## config.mk

```make
export PLATFORM = sky130hd
export DESIGN_NAME = reg_write_arbiter_flat
export DESIGN_NICKNAME = d
export VERILOG_FILES = /design/src/rtl/reg_write_arbiter_pkg.sv /design/src/rtl/reg_write_arbiter_if.sv /design/src/rtl/reg_write_arbiter_rr_pick.sv /design/src/rtl/reg_write_arbiter.sv /design/src/flat_wrapper.sv
export SDC_FILE = /design/constraint.sdc
export NUM_CORES = 1
export LEC_CHECK = 0
export CORE_MARGIN = 2
export CORE_UTILIZATION = 31
export DETAILED_ROUTE_END_ITERATION = 6
export GPL_TIMING_DRIVEN = 0
export MAX_ROUTING_LAYER = met4
export PLACE_DENSITY = 0.67
export SLEW_MARGIN = 5
export SYNTH_ARGS = -nofsm -noshare
export SYNTH_HDL_FRONTEND = slang
export SYNTH_SLANG_ARGS = --single-unit
```

## constraint.sdc

```tcl
create_clock -name i_clk -period 4.3 [get_ports i_clk]
set_input_delay 1.075 -clock i_clk [delete_from_list [all_inputs] [get_ports i_clk]]
set_output_delay 1.075 -clock i_clk [all_outputs]
set_load 0.005 [all_outputs]
```

## src/rtl/reg_write_arbiter_pkg.sv

```systemverilog
// reg_arb_pkg: shared types, defaults and helpers for reg_write_arbiter.
package reg_arb_pkg;

  typedef enum logic {IDLE, GRANT} arb_state_t;

  localparam int NUM_REQ_DEF = 4;
  localparam int DATA_W_DEF  = 8;

  // Width of the write-source id: one code per requester plus the clear code.
  function automatic int id_width(input int n);
    return $clog2(n) + 1;
  endfunction

endpackage

```

## src/rtl/reg_write_arbiter_if.sv

```systemverilog
// reg_write_arbiter_if: requester/register bus for reg_write_arbiter.
// i_prio exists only when REG_WRITE_ARBITER_PRIO_EN is defined.
interface reg_write_arbiter_if
  import reg_arb_pkg::*;
#(
  parameter int NUM_REQ = NUM_REQ_DEF,
  parameter int DATA_W  = DATA_W_DEF
);
  localparam int ID_W = id_width(NUM_REQ);

  logic [NUM_REQ-1:0]        i_req;
  logic [NUM_REQ*DATA_W-1:0] i_data;
  logic                      i_clr;
`ifdef REG_WRITE_ARBITER_PRIO_EN
  logic [NUM_REQ-1:0]        i_prio;
`endif
  logic [NUM_REQ-1:0]        o_gnt;
  logic                      o_wr_en;
  logic [DATA_W-1:0]         o_wr_data;
  logic [ID_W-1:0]           o_wr_id;
  logic                      o_busy;

  modport master (
`ifdef REG_WRITE_ARBITER_PRIO_EN
    output i_prio,
`endif
    output i_req, i_data, i_clr,
    input  o_gnt, o_wr_en, o_wr_data, o_wr_id, o_busy
  );

  modport slave (
`ifdef REG_WRITE_ARBITER_PRIO_EN
    input  i_prio,
`endif
    input  i_req, i_data, i_clr,
    output o_gnt, o_wr_en, o_wr_data, o_wr_id, o_busy
  );

endinterface

```

## src/rtl/reg_write_arbiter_rr_pick.sv

```systemverilog
// rr_pick: combinational round-robin picker. Scans req_i starting at ptr_i
// and returns the first set bit as one-hot plus its index.
module rr_pick #(
  parameter int N  = 4,
  parameter int PW = $clog2(N)
) (
  input  logic [N-1:0]  req_i,
  input  logic [PW-1:0] ptr_i,
  output logic [N-1:0]  gnt_o,
  output logic [PW-1:0] idx_o,
  output logic          valid_o
);

  // First requester at or after the pointer, wrapping modulo N.
  always_comb begin
    gnt_o   = '0;
    idx_o   = '0;
    valid_o = 1'b0;
    for (int unsigned i = 0; i < N; i++) begin
      if (!valid_o && req_i[PW'((32'(ptr_i) + i) % N)]) begin
        valid_o = 1'b1;
        idx_o   = PW'((32'(ptr_i) + i) % N);
      end
    end
    if (valid_o) gnt_o[idx_o] = 1'b1;
  end

endmodule

```

## src/rtl/reg_write_arbiter.sv

```systemverilog
// reg_write_arbiter: round-robin write arbiter in front of one enable-loaded
// register. A pending clear beats every requester. Optional priority class
// enabled by REG_WRITE_ARBITER_PRIO_EN.
module reg_write_arbiter
  import reg_arb_pkg::*;
#(
  parameter int NUM_REQ = NUM_REQ_DEF,
  parameter int DATA_W  = DATA_W_DEF
) (
  input  logic               i_clk,
  input  logic               i_rst,
  reg_write_arbiter_if.slave bus
);
  localparam int PW   = $clog2(NUM_REQ);
  localparam int ID_W = id_width(NUM_REQ);

  arb_state_t         state_q, state_d;
  logic [PW-1:0]      ptr_q, ptr_d;
  logic               clr_pend_q, clr_pend_d;
  logic [NUM_REQ-1:0] gnt_q, gnt_d;
  logic               wr_en_q, wr_en_d;
  logic [DATA_W-1:0]  wr_data_q, wr_data_d;
  logic [ID_W-1:0]    wr_id_q, wr_id_d;

  logic [NUM_REQ-1:0] win_gnt;
  logic [PW-1:0]      win_idx;
  logic               win_valid;

  logic [NUM_REQ-1:0] n_gnt;
  logic [PW-1:0]      n_idx;
  logic               n_valid;

  rr_pick #(.N(NUM_REQ)) u_pick_norm (
    .req_i   (bus.i_req),
    .ptr_i   (ptr_q),
    .gnt_o   (n_gnt),
    .idx_o   (n_idx),
    .valid_o (n_valid)
  );

`ifdef REG_WRITE_ARBITER_PRIO_EN
  logic [NUM_REQ-1:0] p_gnt;
  logic [PW-1:0]      p_idx;
  logic               p_valid;

  rr_pick #(.N(NUM_REQ)) u_pick_prio (
    .req_i   (bus.i_req & bus.i_prio),
    .ptr_i   (ptr_q),
    .gnt_o   (p_gnt),
    .idx_o   (p_idx),
    .valid_o (p_valid)
  );

  assign win_gnt   = p_valid ? p_gnt : n_gnt;
  assign win_idx   = p_valid ? p_idx : n_idx;
  assign win_valid = n_valid;
`else
  assign win_gnt   = n_gnt;
  assign win_idx   = n_idx;
  assign win_valid = n_valid;
`endif

  // Next-state: arbitrate in IDLE, single write cycle in GRANT; clear latch
  // accumulates pulses from any state until the clear write is issued.
  always_comb begin
    state_d    = state_q;
    ptr_d      = ptr_q;
    clr_pend_d = clr_pend_q | bus.i_clr;
    gnt_d      = '0;
    wr_en_d    = 1'b0;
    wr_data_d  = wr_data_q;
    wr_id_d    = wr_id_q;
    unique case (state_q)
      IDLE: begin
        if (clr_pend_d) begin
          state_d    = GRANT;
          clr_pend_d = 1'b0;
          wr_en_d    = 1'b1;
          wr_data_d  = '0;
          wr_id_d    = ID_W'(NUM_REQ);
        end else if (win_valid) begin
          state_d   = GRANT;
          wr_en_d   = 1'b1;
          gnt_d     = win_gnt;
          wr_data_d = bus.i_data[win_idx*DATA_W +: DATA_W];
          wr_id_d   = ID_W'(win_idx);
          ptr_d     = (win_idx == PW'(NUM_REQ - 1)) ? '0 : win_idx + 1'b1;
        end
      end
      GRANT:   state_d = IDLE;
      default: state_d = IDLE;
    endcase
  end

  // State and registered outputs; reset drops any write in flight.
  always_ff @(posedge i_clk or posedge i_rst) begin
    if (i_rst) begin
      state_q    <= IDLE;
      ptr_q      <= '0;
      clr_pend_q <= 1'b0;
      gnt_q      <= '0;
      wr_en_q    <= 1'b0;
      wr_data_q  <= '0;
      wr_id_q    <= '0;
    end else begin
      state_q    <= state_d;
      ptr_q      <= ptr_d;
      clr_pend_q <= clr_pend_d;
      gnt_q      <= gnt_d;
      wr_en_q    <= wr_en_d;
      wr_data_q  <= wr_data_d;
      wr_id_q    <= wr_id_d;
    end
  end

  assign bus.o_gnt     = gnt_q;
  assign bus.o_wr_en   = wr_en_q;
  assign bus.o_wr_data = wr_data_q;
  assign bus.o_wr_id   = wr_id_q;
  assign bus.o_busy    = (state_q == GRANT);

endmodule

```

## src/flat_wrapper.sv

```systemverilog
// flat-port wrapper written by rule: the top's interface ports become plain ports
module reg_write_arbiter_flat import reg_arb_pkg::*;
#(
  parameter int NUM_REQ = NUM_REQ_DEF,
  parameter int DATA_W  = DATA_W_DEF
)
  (i_clk, i_rst, bus_i_req, bus_i_data, bus_i_clr, bus_o_gnt, bus_o_wr_en, bus_o_wr_data, bus_o_wr_id, bus_o_busy);
  reg_write_arbiter_if #(.NUM_REQ(NUM_REQ), .DATA_W(DATA_W)) bus_i ();
  input  logic i_clk;
  input  logic i_rst;
  input wire logic [$bits(bus_i.i_req)-1:0] bus_i_req;
  input wire logic [$bits(bus_i.i_data)-1:0] bus_i_data;
  input wire logic [$bits(bus_i.i_clr)-1:0] bus_i_clr;
  output wire logic [$bits(bus_i.o_gnt)-1:0] bus_o_gnt;
  output wire logic [$bits(bus_i.o_wr_en)-1:0] bus_o_wr_en;
  output wire logic [$bits(bus_i.o_wr_data)-1:0] bus_o_wr_data;
  output wire logic [$bits(bus_i.o_wr_id)-1:0] bus_o_wr_id;
  output wire logic [$bits(bus_i.o_busy)-1:0] bus_o_busy;
  assign bus_i.i_req = bus_i_req;
  assign bus_i.i_data = bus_i_data;
  assign bus_i.i_clr = bus_i_clr;
  assign bus_o_gnt = bus_i.o_gnt;
  assign bus_o_wr_en = bus_i.o_wr_en;
  assign bus_o_wr_data = bus_i.o_wr_data;
  assign bus_o_wr_id = bus_i.o_wr_id;
  assign bus_o_busy = bus_i.o_busy;
  reg_write_arbiter #(.NUM_REQ(NUM_REQ), .DATA_W(DATA_W)) u_core (.i_clk(i_clk), .i_rst(i_rst), .bus(bus_i));
endmodule
```

== Yosys cells after proc, flatten, opt, wreduce, memory -nomap -nowiden ==
Index checks and enable logic that the tools add are counted.
Cells by class
  add/sub/neg operators: 4
  $lt $le $gt $ge: 6
  equal/unequal tests: 1
  shift operators: 1
  mux-type cells: 31
  bitwise logic cells: 3
  reduce and logical (&&, ||, !) cells: 10
Operators by type and width (count)
  variable part select 32 x 6 -> 8 bit: 1
  two-way mux 8 bit: 2
  < comparator 2 x 3 -> 1 bit (second input constant): 5
  two-way mux 1 bit: 13
  two-way mux 4 bit: 3
  two-way mux 2 bit: 5
  binary-select mux 1 bit (select 2 bit): 4
  two-way mux 3 bit: 2
  adder 2 x 1 -> 2 bit (second input constant): 2
  adder 2 bit (second input constant): 2
  logical AND 1 bit: 4
  zero test 1 bit: 3
  AND reduction 3 bit: 1
  demux 1 bit (select 2 bit): 1
  == test 2 bit (second input constant): 1
  >= comparator 2 x 1 -> 1 bit (second input constant): 1
  inverter 1 bit: 2
  case mux 1 bit (2 select lines): 1
  AND reduction 2 bit: 1
  nonzero test 2 bit: 1
  bitwise OR 1 bit: 1
Storage, ports and cells
  bits in registers: 20
  input port bits: 39
  output and inout port bits: 17
  word-level logic and storage cells: 63

== Depth between registers and ports, before layout ==
Gate-level depths: netlist (run 1).
  word-level depth: 19
  depth in mapped cells: 6
  mapped depth without buffers: 6

== By module ==
From an unflattened synthesis (run 1), not the netlist that was laid out.
Second synthesis, totals
  cell total of the unflattened synthesis: 92
  area total of the unflattened synthesis: 1083.5 um^2
By module, submodules not included
  reg_write_arbiter: times used 1, cells each 60, area each 900.9 um^2
  rr_pick: times used 1, cells each 32, area each 182.7 um^2

== Least setup slack after synthesis (run 1) ==
OpenSTA, ideal clock, no wires.
  path kind: input to register
  from: input bus_i_req[2]
  to: register u_core.wr_data_q[2], in the netlist u_core.bus.o_wr_data[2]
  library setup time: 0.126 ns
  data arrival time: 2.322 ns
  setup slack: 1.852 ns
  cell stages on the path: 6
  path through: nor2b_1 -> a211o_1 -> and2_4 -> buf_6 -> mux2_4 -> a221o_1
Between the ends
  cells in the longest elaborated chain, start to end: 15
RTL lines
  from (decl): line flat_wrapper.sv:11  | input wire logic [$bits(bus_i.i_req)-1:0] bus_i_req;
  binary-select mux 1 bit (select 2 bit): line reg_write_arbiter_rr_pick.sv:20  | if (!valid_o && req_i[PW'((32'(ptr_i) + i) % N)]) begin
  two-way mux 1 bit (implied by the code): line reg_write_arbiter_rr_pick.sv:20
  two-way mux 1 bit: line reg_write_arbiter_rr_pick.sv:20
  zero test 1 bit: line reg_write_arbiter_rr_pick.sv:20
  logical AND 1 bit: line reg_write_arbiter_rr_pick.sv:20
  two-way mux 1 bit: line reg_write_arbiter_rr_pick.sv:20
  zero test 1 bit: line reg_write_arbiter_rr_pick.sv:20
  logical AND 1 bit: line reg_write_arbiter_rr_pick.sv:20
  two-way mux 1 bit: line reg_write_arbiter_rr_pick.sv:20
  zero test 1 bit: line reg_write_arbiter_rr_pick.sv:20
  logical AND 1 bit: line reg_write_arbiter_rr_pick.sv:20
  two-way mux 2 bit: line reg_write_arbiter_rr_pick.sv:20
  variable part select 32 x 6 -> 8 bit: line reg_write_arbiter.sv:85  | wr_data_d = bus.i_data[win_idx*DATA_W +: DATA_W];
  two-way mux 8 bit: line reg_write_arbiter.sv:81  | end else if (win_valid) begin
  two-way mux 8 bit: line reg_write_arbiter.sv:75  | if (clr_pend_d) begin
  to (signal assigned): line reg_write_arbiter.sv:111  | wr_data_q <= wr_data_d;
  to (decl): line reg_write_arbiter.sv:22  | logic [DATA_W-1:0] wr_data_q, wr_data_d;
Parallel ways exist; a longest one is shown, timed or not. The select of a mux whose other input is x is not followed.
A chain may end at the register's enable or synchronous reset.

== Worst setup path in the final report (run 1) ==
  from: input bus_i_req[0]
  to: register u_core.wr_data_q[4], in the netlist u_core.bus.o_wr_data[4]
The elaborated chain is that of the path after synthesis.

==> flow_summary.json, run 1 <==
{
  "outcome": "finished clean",
  "worst_clock_skew_ns": 0.00165,
  "die_w_microns": 62.4,
  "clock_latency_ns": 0.29,
  "detailed_place.area_sq_um": 1660,
  "layout_setup_ws_ns": 1.45,
  "critPathBufInv": 2,
  "rr_worst_depth": 5,
  "io_buffers": 55,
  "worst_pin_slew_ns": 0.736,
  "hp-class": "reg2reg",
  "drt-total-wl_mm": 2.98,
  "ys_ff_latch": 19,
  "path_clk_slew_ns": 0.10,
  "syn2layout_area_growth_pct": 60.1,
  "synth_nets": 137,
  "slowest_delay_ns": 0.50,
  "ir_drop_v": 0.000131,
  "rrSetupSlack_ns": 2.36,
  "dieArea_sq_um": 3890,
  "power_mw": 0.695,
  "min_from": "u_core.bus.o_wr_id[1]",
  "ant_nets": 0,
  "holdPathStages": 1,
  "cts_root_buf": "clkbuf_4",
  "cp-end-kind": "flop",
  "min_period_ns": 2.85,
  "synth_edf_count": 0,
  "via_count": 998,
  "crit_fanout": 9,
  "critPathLaunchType": "input port",
  "post_drt_wl_per_cell_microns": 14.8,
  "diodes": 0,
  "crit_slowest_cell": "nor4_1",
  "crit_family": "simple AND/OR/NAND/NOR gates",
  "grt_max_degree": 20,
  "final_cells": 202,
  "worstPathRequired_ns": 4.48,
  "first_pass_iters": 4,
  "setup_violations": 0,
  "p_leak_nw": 0.776,
  "grt_pass1_vias": 978,
  "cts-buffers-inserted": 3,
  "hold_buffers": 0,
  "grt_setup_unrepaired": "no",
  "drv_cap": 0,
  "rr_startpoint": "u_core.bus.o_busy",
  "slew_viol_final": 0,
  "syn_inst": 97,
  "grtUsageTotal": 0.164,
  "nets": 197,
  "holdPathEnd": "u_core.bus.o_wr_id[1]",
  "dpl_worst_slack_ns": 1.16,
  "fin_util": 0.511,
  "stdcell_area_sq_um": 1690,
  "r2r_end": "u_core.bus.o_wr_data[4]",
  "ioPinCount": 56,
  "whs_ns": 0.497,
  "fin_crit_sh": 0.663,
  "synth_top_area_frac": 0.450,
  "synth.area.top_cells": "dfrtp_1 45%, a211o_1 6.6%, a22o_1 5.8%",
  "syn-mean-instance-area_sq_um": 10.9,
  "final-hold-violation-count": 0,
  "fmax_mhz": 351,
  "drtIter0Drc": 28,
  "htreeDepth": 1,
  "coreArea_sq_um": 3310,
  "clockBufferDepth": 2,
  "overflow": 0,
  "antenna_found_initial": 0,
  "powerDensity_nw_per_um2": 411,
  "cts-resized-gates": 0,
  "synthArstFlopShare": 1.00,
  "synth_flop_cell": "dfrtp_1",
  "syn_area_sq_um": 1060,
  "die_h_microns": 62.4,
  "num_rows": 21,
  "clock_sinks": 19,
  "cts_setup_buffers": 0,
  "synth_area_leader_cell": "dfrtp_1",
  "hpwl_mm": 2.24,
  "arrival_ns": 3.03,
  "placedCellCount": 198,
  "path_class": "in2reg",
  "via_per_inst": 4.94,
  "synth-seq-area-share": 0.450,
  "finalSetupTns_ns": 0,
  "drc_errors": 0,
  "layout-drive-gt1-share": 0.0897,
  "cp_cell_sequence": "clkdlybuf4s50_1, nor4_1, nor2b_1, and3_1, clkbuf_1, a211o_1",
  "ys_warn_count": 0,
  "grt_pass1_wl_mm": 4.89,
  "cts_tree": "done",
  "gp_congestion": 0.883,
  "ys_types": 36,
  "slew_headroom": 0.509,
  "start_util": 0.319
}
-- cell usage after synthesis, types with 2 or more instances --
cell,count
a211o_1,8
a21o_1,2
a22o_1,7
and2_1,3
clkbuf_1,3
dfrtp_1,19
inv_1,3
mux2_1,5
mux2_2,3
nand2_1,3
nor2_1,3
nor2b_1,6
nor3b_1,7
o21ai_0,2
o21bai_1,2
-- logic make-up after synthesis --
kind of cell / Yosys count / synth area share
and+or+nand+nor: 31 / 0.181
AOI/OAI and AO/OA: 28 / 0.213
DFF: 19 / 0.450
buffers and inverters: 9 / 0.0438
muxes: 9 / 0.0995
adders and majority gates: 1 / 0.0118
-- area by class of cell --
cell class | instances | area, sq um
fillers | 323 | 1620
repair buffers | 55 | 551
multi-input cells | 69 | 534
flip-flops and latches | 19 | 475
well taps | 46 | 57.6
plain buffers | 6 | 35.0
clock buffers | 4 | 26.3
inverters | 3 | 11.3
-- state kept, by name (all words and copies together) (netlist names) --
register / flops
u_core.bus.o_wr_id: 3
u_core.bus.o_wr_data: 8
u_core.bus.o_busy: 1
u_core.bus.o_gnt: 4
u_core.clr_pend_q: 1
u_core.ptr_q: 2
-- worst max-delay path by stage --
stage	slack, ns	to	depth (start not counted)	startpoint
global route	1.34	u_core.bus.o_wr_data[4]	7	bus_i_req[1]
detailed placement	1.16	u_core.bus.o_wr_data[5]	7	bus_i_req[0]
CTS	1.47	u_core.bus.o_wr_data[4]	7	bus_i_req[0]
floorplan	1.85	u_core.bus.o_wr_data[2]	6	bus_i_req[2]
finish	1.45	u_core.bus.o_wr_data[4]	6	bus_i_req[0]
global placement	1.18	u_core.bus.o_wr_data[0]	7	bus_i_req[1]
-- power by group --
group          switching [mW]  internal, mW
clock                  0.0529        0.0360
combinational           0.133         0.202
sequential             0.0405         0.230
total                   0.227         0.468
-- metal layers --
metal,vias to the layer above,share of wire,global-route usage
met5,-,0,-
met4,0,0.0044,0.0333
met3,2,0.072,0.0399
met2,41,0.48,0.269
met1,481,0.44,0.207
li1,474,-,-
-- cells in the final DEF, fill, tap and decap left out, types with 2 or more instances in the layout --
cell | Yosys | routed
clkdlybuf4s50_1 | 0 | 55
dfrtp_1 | 19 | 19
a211o_1 | 8 | 8
nor3b_1 | 7 | 7
a22o_1 | 7 | 7
nor2b_1 | 6 | 6
mux2_1 | 5 | 5
clkbuf_1 | 3 | 4
nor2_1 | 3 | 3
inv_1 | 3 | 3
nand2_1 | 3 | 3
and2_1 | 3 | 3
mux2_2 | 3 | 3
clkbuf_4 | 0 | 3
a21o_1 | 2 | 2
o21bai_1 | 2 | 2
o21ai_0 | 2 | 2
(Power assumes the default switching activity.)
==> inputs of run 2 (changes only) <==
--- a/config.mk
+++ b/config.mk
@@ -10,7 +10,7 @@
 export DETAILED_ROUTE_END_ITERATION = 6
 export GPL_TIMING_DRIVEN = 0
 export MAX_ROUTING_LAYER = met4
-export PLACE_DENSITY = 0.67
+export PLACE_DENSITY = 0.69
 export SLEW_MARGIN = 5
 export SYNTH_ARGS = -nofsm -noshare
 export SYNTH_HDL_FRONTEND = slang
==> constraint.sdc (replaced) <==
create_clock -name i_clk -period 2.6 [get_ports i_clk]
set_input_delay 0.65 -clock i_clk [delete_from_list [all_inputs] [get_ports i_clk]]
set_output_delay 0.65 -clock i_clk [all_outputs]
set_load 0.005 [all_outputs]
==> run 2 against run 1 <==
Clock power up 72%. Largest power group unchanged. Critical path depth up 1. Sequential share of layout area about the same. Combinational power up 66%. Via count down 0.30%. Flip-flop and latch count unchanged. Final area about the same. Count of clock-buffer cells in the layout down 1. Hold slack worse by 0.00086 ns. Routed wire length up 0.57%. Core utilization about the same. Die area unchanged.
==> flow_summary.json, run 2 (synthesis gave the netlist of run 1 again) <==
{
  "post_drt_wl_per_cell_microns": 14.9,
  "multiInputGateArea_sq_um": 534,
  "setup_violations": 0,
  "p_sw_frac": 0.331,
  "worst_pin_slew_ns": 0.754,
  "cts-buffers-inserted": 3,
  "drtIter0Drc": 44,
  "final_cells": 202,
  "grt_pass1_vias": 1014,
  "switchingPower_mw": 0.382,
  "cts_root_buf": "clkbuf_4",
  "placedCellCount": 198,
  "clockBufferDepth": 2,
  "grtUsageTotal": 0.160,
  "ant_nets": 0,
  "io_buffers": 55,
  "seqPwrFrac": 0.385,
  "largest_register_ffs": 8,
  "critPathLaunchType": "input port",
  "syn2layout_area_growth_pct": 60.2,
  "first_pass_iters": 4,
  "gp_congestion": 0.887,
  "drc_errors": 0,
  "grt_max_degree": 20,
  "num_rows": 21,
  "final_cell_mix": "55 x clkdlybuf4s50_1, 19 x dfrtp_1, 8 x a211o_1, 7 x nor3b_1, 7 x a22o_1",
  "slew_headroom": 0.497,
  "combPwrFrac": 0.482,
  "die_w_microns": 62.4,
  "power_frac_clock": 0.133,
  "outcome": "finished clean",
  "min_period_ns": 2.42,
  "htreeDepth": 1,
  "path_clk_slew_ns": 0.11,
  "nFillCells": 335,
  "hp-class": "reg2reg",
  "regArea_sq_um": 475,
  "p_leak_nw": 0.779,
  "worst_clock_skew_ns": 0.00112,
  "coreArea_sq_um": 3310,
  "cts_tree": "done",
  "drt-total-wl_mm": 3.00,
  "clock_latency_ns": 0.30,
  "fmax_mhz": 413,
  "via_per_inst": 4.93,
  "start_util": 0.319,
  "nets": 197,
  "die_h_microns": 62.4,
  "path_class": "in2reg",
  "antenna_found_initial": 0,
  "cts-resized-gates": 0,
  "cts_setup_buffers": 0,
  "fin_crit_sh": 0.931,
  "powerDensity_nw_per_um2": 682,
  "worstPathRequired_ns": 2.80,
  "overflow": 0,
  "ir_drop_v": 0.000208,
  "grt_pass1_wl_mm": 4.79,
  "clock_sinks": 19,
  "cp-end-kind": "flop",
  "diodes": 0,
  "layout-drive-gt1-share": 0.0962,
  "drv_cap": 0,
  "slew_viol_final": 0,
  "dieArea_sq_um": 3890,
  "fin_util": 0.511,
  "final_common_cell": "clkdlybuf4s50_1",
  "ioPinCount": 56,
  "crit_fanout": 10,
  "via_count": 995,
  "final-hold-violation-count": 0,
  "arrival_ns": 2.62,
  "internal_power_mw": 0.772,
  "hpwl_mm": 2.21,
  "grt_setup_unrepaired": "no",
  "hold_buffers": 0
}
## run 2: layout make-up
| class | instances | share of cell area |
|---|---|---|
| Timing Repair Buffer | 55 | 0.325 |
| Multi-Input combinational cell | 69 | 0.316 |
| Sequential cell | 19 | 0.281 |
| Tap cell | 46 | 0.0340 |
| Buffer | 6 | 0.0207 |
| Clock buffer | 3 | 0.0133 |
| Inverter | 3 | 0.00666 |
| Clock inverter | 1 | 0.00296 |
## run 2: worst max-delay path, cell delays in order
cell	delay (ns)
clkdlybuf4s50_1	0.48
nor4_1	0.48
nor2b_1	0.22
nand4_1	0.18
buf_2	0.26
nor3b_1	0.08
a211o_1	0.27
## run 2: worst paths after layout
kind / from / to / slack (ns) / depth (start not counted)
max in group asynchronous: i_rst / u_core.bus.o_wr_data[6] / 1.35 / 2
hold reg to reg: u_core.bus.o_wr_id[1] / u_core.bus.o_wr_id[1] / 0.50 / 1
setup reg to reg: u_core.bus.o_busy / u_core.bus.o_wr_data[7] / 0.60 / 5
setup / recovery: bus_i_req[0] / u_core.bus.o_wr_data[7] / 0.18 / 7
hold / removal: u_core.bus.o_wr_id[1] / u_core.bus.o_wr_id[1] / 0.50 / 1
min in group asynchronous: i_rst / u_core.bus.o_wr_id[2] / 0.78 / 2
## run 2: power groups by stage
stage / Clock, mW / Combinational [mW] / Sequential (mW)
floorplan: 0 / 0.284 / 0.445
global placement: 0 / 0.546 / 0.445
detailed placement: 0 / 0.562 / 0.447
CTS: 0.159 / 0.563 / 0.443
global route: 0.171 / 0.606 / 0.456
finish: 0.153 / 0.557 / 0.444
## run 2: per-layer routing
layer / track usage / share of wire / vias up
li1: - / - / 474
met4: 0.0500 / 0.0070 / 0
met3: 0.0417 / 0.071 / 4
met2: 0.284 / 0.51 / 42
met1: 0.176 / 0.42 / 475
met5: - / 0 / -
## run 2: per-stage QoR
step	total power [mW]	worst slack [ns]	TNS (ns)	cell area, sq um	hold slack [ns]
final	1.15	0.179	0	1690	0.496
after floorplan	0.729	0.577	0	1060	0.471
after global placement	0.992	-0.101	-0.786	1660	0.466
after global routing	1.23	0.0221	0	1690	0.532
after CTS	1.16	0.183	0	1690	0.500
after detailed placement	1.01	-0.140	-1.12	1660	0.472
==> inputs of run 3 (changes only) <==
--- a/config.mk
+++ b/config.mk
@@ -9,7 +9,6 @@
 export CORE_UTILIZATION = 31
 export DETAILED_ROUTE_END_ITERATION = 6
 export GPL_TIMING_DRIVEN = 0
-export MAX_ROUTING_LAYER = met4
 export PLACE_DENSITY = 0.69
 export SLEW_MARGIN = 5
 export SYNTH_ARGS = -nofsm -noshare
==> run 3 against run 2 <==
Final cell count stayed put. Register-to-register slack worse by 0.02 ns. Critical path type unchanged. Largest cell class unchanged. Power about the same. Largest power group unchanged.
==> flow_summary.json, run 3 (synthesis gave the netlist of run 1 again) <==
{
  "slew_viol_final": 0,
  "ant_nets": 0,
  "clockBufferDepth": 2,
  "drc_errors": 0,
  "worst_clock_skew_ns": 0.00112,
  "crit_fanout": 10,
  "cts_setup_buffers": 0,
  "overflow": 0,
  "drv_cap": 0,
  "holdPathEnd": "u_core.bus.o_wr_id[1]",
  "outcome": "finished clean",
  "hpwl_mm": 2.21,
  "layout-drive-gt1-share": 0.0962,
  "critPathLaunchType": "input port",
  "grtUsageTotal": 0.156,
  "die_h_microns": 62.4,
  "largest_register_ffs": 8,
  "arrival_ns": 2.63,
  "holdPathStages": 1,
  "syn2layout_area_growth_pct": 60.2,
  "post_drt_wl_per_cell_microns": 14.8,
  "gp_congestion": 0.872,
  "cp-end-kind": "flop",
  "start_util": 0.319,
  "powerDensity_nw_per_um2": 682,
  "hold_buffers": 0,
  "p_leak_nw": 0.779,
  "cts-buffers-inserted": 3,
  "path_class": "in2reg",
  "r2r_end": "u_core.bus.o_wr_data[7]",
  "coreArea_sq_um": 3310,
  "ioPinCount": 56,
  "rrSetupSlack_ns": 0.58,
  "final_common_cell": "clkdlybuf4s50_1",
  "slew_headroom": 0.496,
  "drt-total-wl_mm": 3.00,
  "cts-resized-gates": 0,
  "clock_latency_ns": 0.30,
  "htreeDepth": 1,
  "io_buffers": 55,
  "fin_util": 0.511,
  "min_period_ns": 2.43,
  "antenna_found_initial": 0,
  "num_rows": 21,
  "worstPathRequired_ns": 2.79,
  "final-hold-violation-count": 0,
  "worst_pin_slew_ns": 0.755,
  "grt_pass1_vias": 1013,
  "grt_setup_unrepaired": "no",
  "rr_worst_depth": 5,
  "nets": 197,
  "hp-class": "reg2reg",
  "first_pass_iters": 4,
  "finalSetupTns_ns": 0,
  "setup_violations": 0,
  "ir_drop_v": 0.000208,
  "cts_tree": "done",
  "cts_root_buf": "clkbuf_4",
  "final_cell_mix": "55 x clkdlybuf4s50_1, 19 x dfrtp_1, 8 x a211o_1, 7 x nor3b_1, 7 x a22o_1",
  "via_count": 999,
  "drtIter0Drc": 43,
  "via_per_inst": 4.95,
  "dieArea_sq_um": 3890,
  "min_from": "u_core.bus.o_wr_id[1]",
  "grt_max_degree": 20,
  "clock_sinks": 19,
  "die_w_microns": 62.4,
  "diodes": 0,
  "fmax_mhz": 411,
  "fin_crit_sh": 0.936,
  "path_clk_slew_ns": 0.11,
  "rr_startpoint": "u_core.bus.o_busy",
  "grt_pass1_wl_mm": 4.80
}
run 3: cell counts in the layout (fill, tap and decap cells not counted):
Identical to the previous run, type by type.
run 3: how the worst max path moves through the flow:
| stage | from | end | slack, ns | cells past startpoint |
|---|---|---|---|---|
| finish | bus_i_req[0] | u_core.bus.o_wr_data[7] | 0.17 | 7 |
| global route | bus_i_req[0] | u_core.bus.o_wr_data[4] | 0.02 | 7 |
| CTS | bus_i_req[0] | u_core.bus.o_wr_data[7] | 0.18 | 7 |
| detailed placement | bus_i_req[0] | u_core.bus.o_wr_data[4] | -0.14 | 7 |
| global placement | bus_i_req[0] | u_core.bus.o_wr_data[6] | -0.10 | 6 |
| floorplan | bus_i_req[2] | u_core.bus.o_wr_data[2] | 0.58 | 6 |
run 3: stage by stage:
step	worst slack, ns	area [sq um]	total power [mW]	cells	hold WS, ns
floorplan	0.577	1060	0.729	97	0.471
global placement	-0.101	1660	0.992	198	0.466
detailed placement	-0.140	1660	1.01	198	0.472
CTS	0.183	1690	1.16	202	0.500
global route	0.0221	1690	1.23	202	0.532
finish	0.167	1690	1.15	202	0.496
run 3: power by group:
part / internal (mW) / switching (mW)
Clock: 0.0573 / 0.0961
Combinational: 0.334 / 0.222
Sequential: 0.380 / 0.0632
Total: 0.772 / 0.381
run 3: area by class of cell:
cell class | count | area [sq um]
Clock inverter | 1 | 5.00
Inverter | 3 | 11.3
Buffer | 6 | 35.0
Clock buffer | 3 | 22.5
Timing Repair Buffer | 55 | 551
Sequential cell | 19 | 475
Fill cell | 335 | 1620
Tap cell | 46 | 57.6
Multi-Input combinational cell | 69 | 534
run 3: worst max-delay path: stages:
cell	delay [ns]
clkdlybuf4s50_1	0.48
nor4_1	0.48
nor2b_1	0.23
nand4_1	0.18
buf_2	0.26
nor3b_1	0.08
a211o_1	0.27
run 3: per-layer routing:
layer	GRT usage	up-vias	share of wire
li1	-	475	-
met1	0.174	477	0.41
met5	0	-	0
met4	0.0500	0	0.0097
met2	0.284	41	0.50
met3	0.0453	6	0.081
==> edit, RTL diff (config.mk and constraints of run 2) <==
Set the package constant `NUM_REQ_DEF` to 2 (it was 4).
--- a/src/rtl/reg_write_arbiter_pkg.sv
+++ b/src/rtl/reg_write_arbiter_pkg.sv
@@ -4,5 +4,5 @@
   typedef enum logic {IDLE, GRANT} arb_state_t;
 
-  localparam int NUM_REQ_DEF = 4;
+  localparam int NUM_REQ_DEF = 2;
   localparam int DATA_W_DEF  = 8;
 
Ports: changed (resized bus_i_data, bus_i_req, bus_o_gnt and bus_o_wr_id); port bits go from 56 to 35. No check against the original RTL was run, so the function may have changed too.
==> edit against run 2 <==
  * Area after synthesis shrank 38%
  * Sequential cell count shrank 4
  * Clock power shrank 8%
  * Setup slack gained 430 ps
  * Wire length shrank 51%
  * Power shrank 30%
  * Cell area shrank 38%
  * Synthesized cell count shrank 40%
  * Clock skew grew 1.0 ps
  * Highest routed layer unchanged
==> edit: results <==
# TYPE chip_impl_metric gauge
chip_impl_metric{name="detail_route.wirelength",unit="um"} 1463
chip_impl_metric{name="via_count_of_the_first_global_routing_pass",unit=""} 537
chip_impl_info{name="status",value="finished, final reports clean"} 1
chip_impl_info{name="whs_endpoint",value="u_core.ptr_q"} 1
chip_impl_metric{name="reg2reg_slack",unit="ps"} 1170
chip_impl_metric{name="routed_wire_length_per_instance",unit="um"} 11.89
chip_impl_metric{name="grt_first_pass_wirelength",unit="um"} 2463
chip_impl_metric{name="num-nets-final",unit=""} 118
chip_impl_info{name="synth_commonest_cells",value="dfrtp_1, mux2i_1, nand2_1, o21ai_1"} 1
chip_impl_info{name="r2r-end",value="u_core.ptr_q"} 1
chip_impl_metric{name="synth_cell_type_count",unit=""} 15
chip_impl_metric{name="dp_hpwl",unit="um"} 1119
chip_impl_metric{name="synth_fp_nets",unit=""} 79
chip_impl_metric{name="p_leak",unit="nW"} 0.4955
chip_impl_metric{name="grt_use_met2",unit=""} 0.2200
chip_impl_info{name="synth.top_cells.by_area",value="dfrtp_1, mux2i_1, o21ai_1, nand2_1, a21o_1"} 1
chip_impl_metric{name="fin_worst_hold_slack",unit="ps"} 481.6
chip_impl_metric{name="seq_area_frac_synth",unit=""} 0.5758
chip_impl_metric{name="ys_seq_elements",unit=""} 15
chip_impl_metric{name="finClkSkew",unit="ps"} 2.159
chip_impl_metric{name="viasPerCell",unit=""} 4.504
chip_impl_metric{name="worst-endpoint-arrival",unit="ps"} 1340
chip_impl_metric{name="port_buffers",unit=""} 34
chip_impl_metric{name="post_synth_inst_count",unit=""} 58
chip_impl_metric{name="place_ws",unit="ps"} 512.4
## edit: changes by cell type after synthesis, moves of 4 or more
cell / before / now
a211o_1: 8 / 0
mux2i_1: 0 / 8
a22o_1: 7 / 0
nor3b_1: 7 / 0
o21ai_1: 1 / 8
mux2_1: 5 / 0
nand2_1: 3 / 8
nor2b_1: 6 / 1
dfrtp_1: 19 / 15
## edit: worst max-delay path by stage
| stage | to | slack [ps] | depth (start not counted) |
|---|---|---|---|
| CTS | bus_o_wr_en | 590 | 2 |
| global route | bus_o_wr_en | 530 | 2 |
| global placement | u_core.ptr_q | 540 | 5 |
| detailed placement | u_core.ptr_q | 510 | 5 |
| floorplan | u_core.ptr_q | 1020 | 3 |
| finish | bus_o_wr_en | 610 | 2 |
## edit: critical path, stage by stage (launching register included)
cell             delay, ps
dfrtp_1                440
buf_4                  130
clkdlybuf4s50_1        480
## edit: metal layers
metal | routed length [um] | part of all wire
met5 | 0 | 0
met4 | 38 | 0.026
met3 | 59 | 0.040
met2 | 777 | 0.53
met1 | 587 | 0.40
## edit: report_power, final
group	switching (W)	internal [W]
clock network	0.0000829	0.0000585
registers	0.0000409	0.000304
logic	0.000118	0.000205
## edit: per-stage QoR
| step | instance area [um2] | power [W] |
|---|---|---|
| 3_5_place_dp | 1026 | 0.0006814 |
| 6_report | 1056 | 0.0008093 |
| 3_3_place_gp | 1026 | 0.0006705 |
| 4_1_cts | 1056 | 0.0008230 |
| 2_1_floorplan | 651.9 | 0.0004877 |
| 5_1_grt | 1056 | 0.0008643 |
## edit: cell families (layout without fill, tap and decap cells)
logic type / after synthesis / count (layout) / synth area share
flip-flops: 15 / 15 / 0.5758
AO/OA/AOI/OAI: 14 / 14 / 0.1190
AND/OR/NAND/NOR: 14 / 14 / 0.1133
multiplexers: 8 / 8 / 0.1228
buffers and inverters: 7 / 45 / 0.06909
## edit: layout make-up
class / count / share of cell area
Clock inverter: 1 / 0.007109
Clock buffer: 3 / 0.02133
Multi-Input combinational cell: 36 / 0.2192
Buffer: 4 / 0.03199
Inverter: 3 / 0.01066
Tap cell: 27 / 0.03199
Timing Repair Buffer: 34 / 0.3223
Sequential cell: 15 / 0.3555
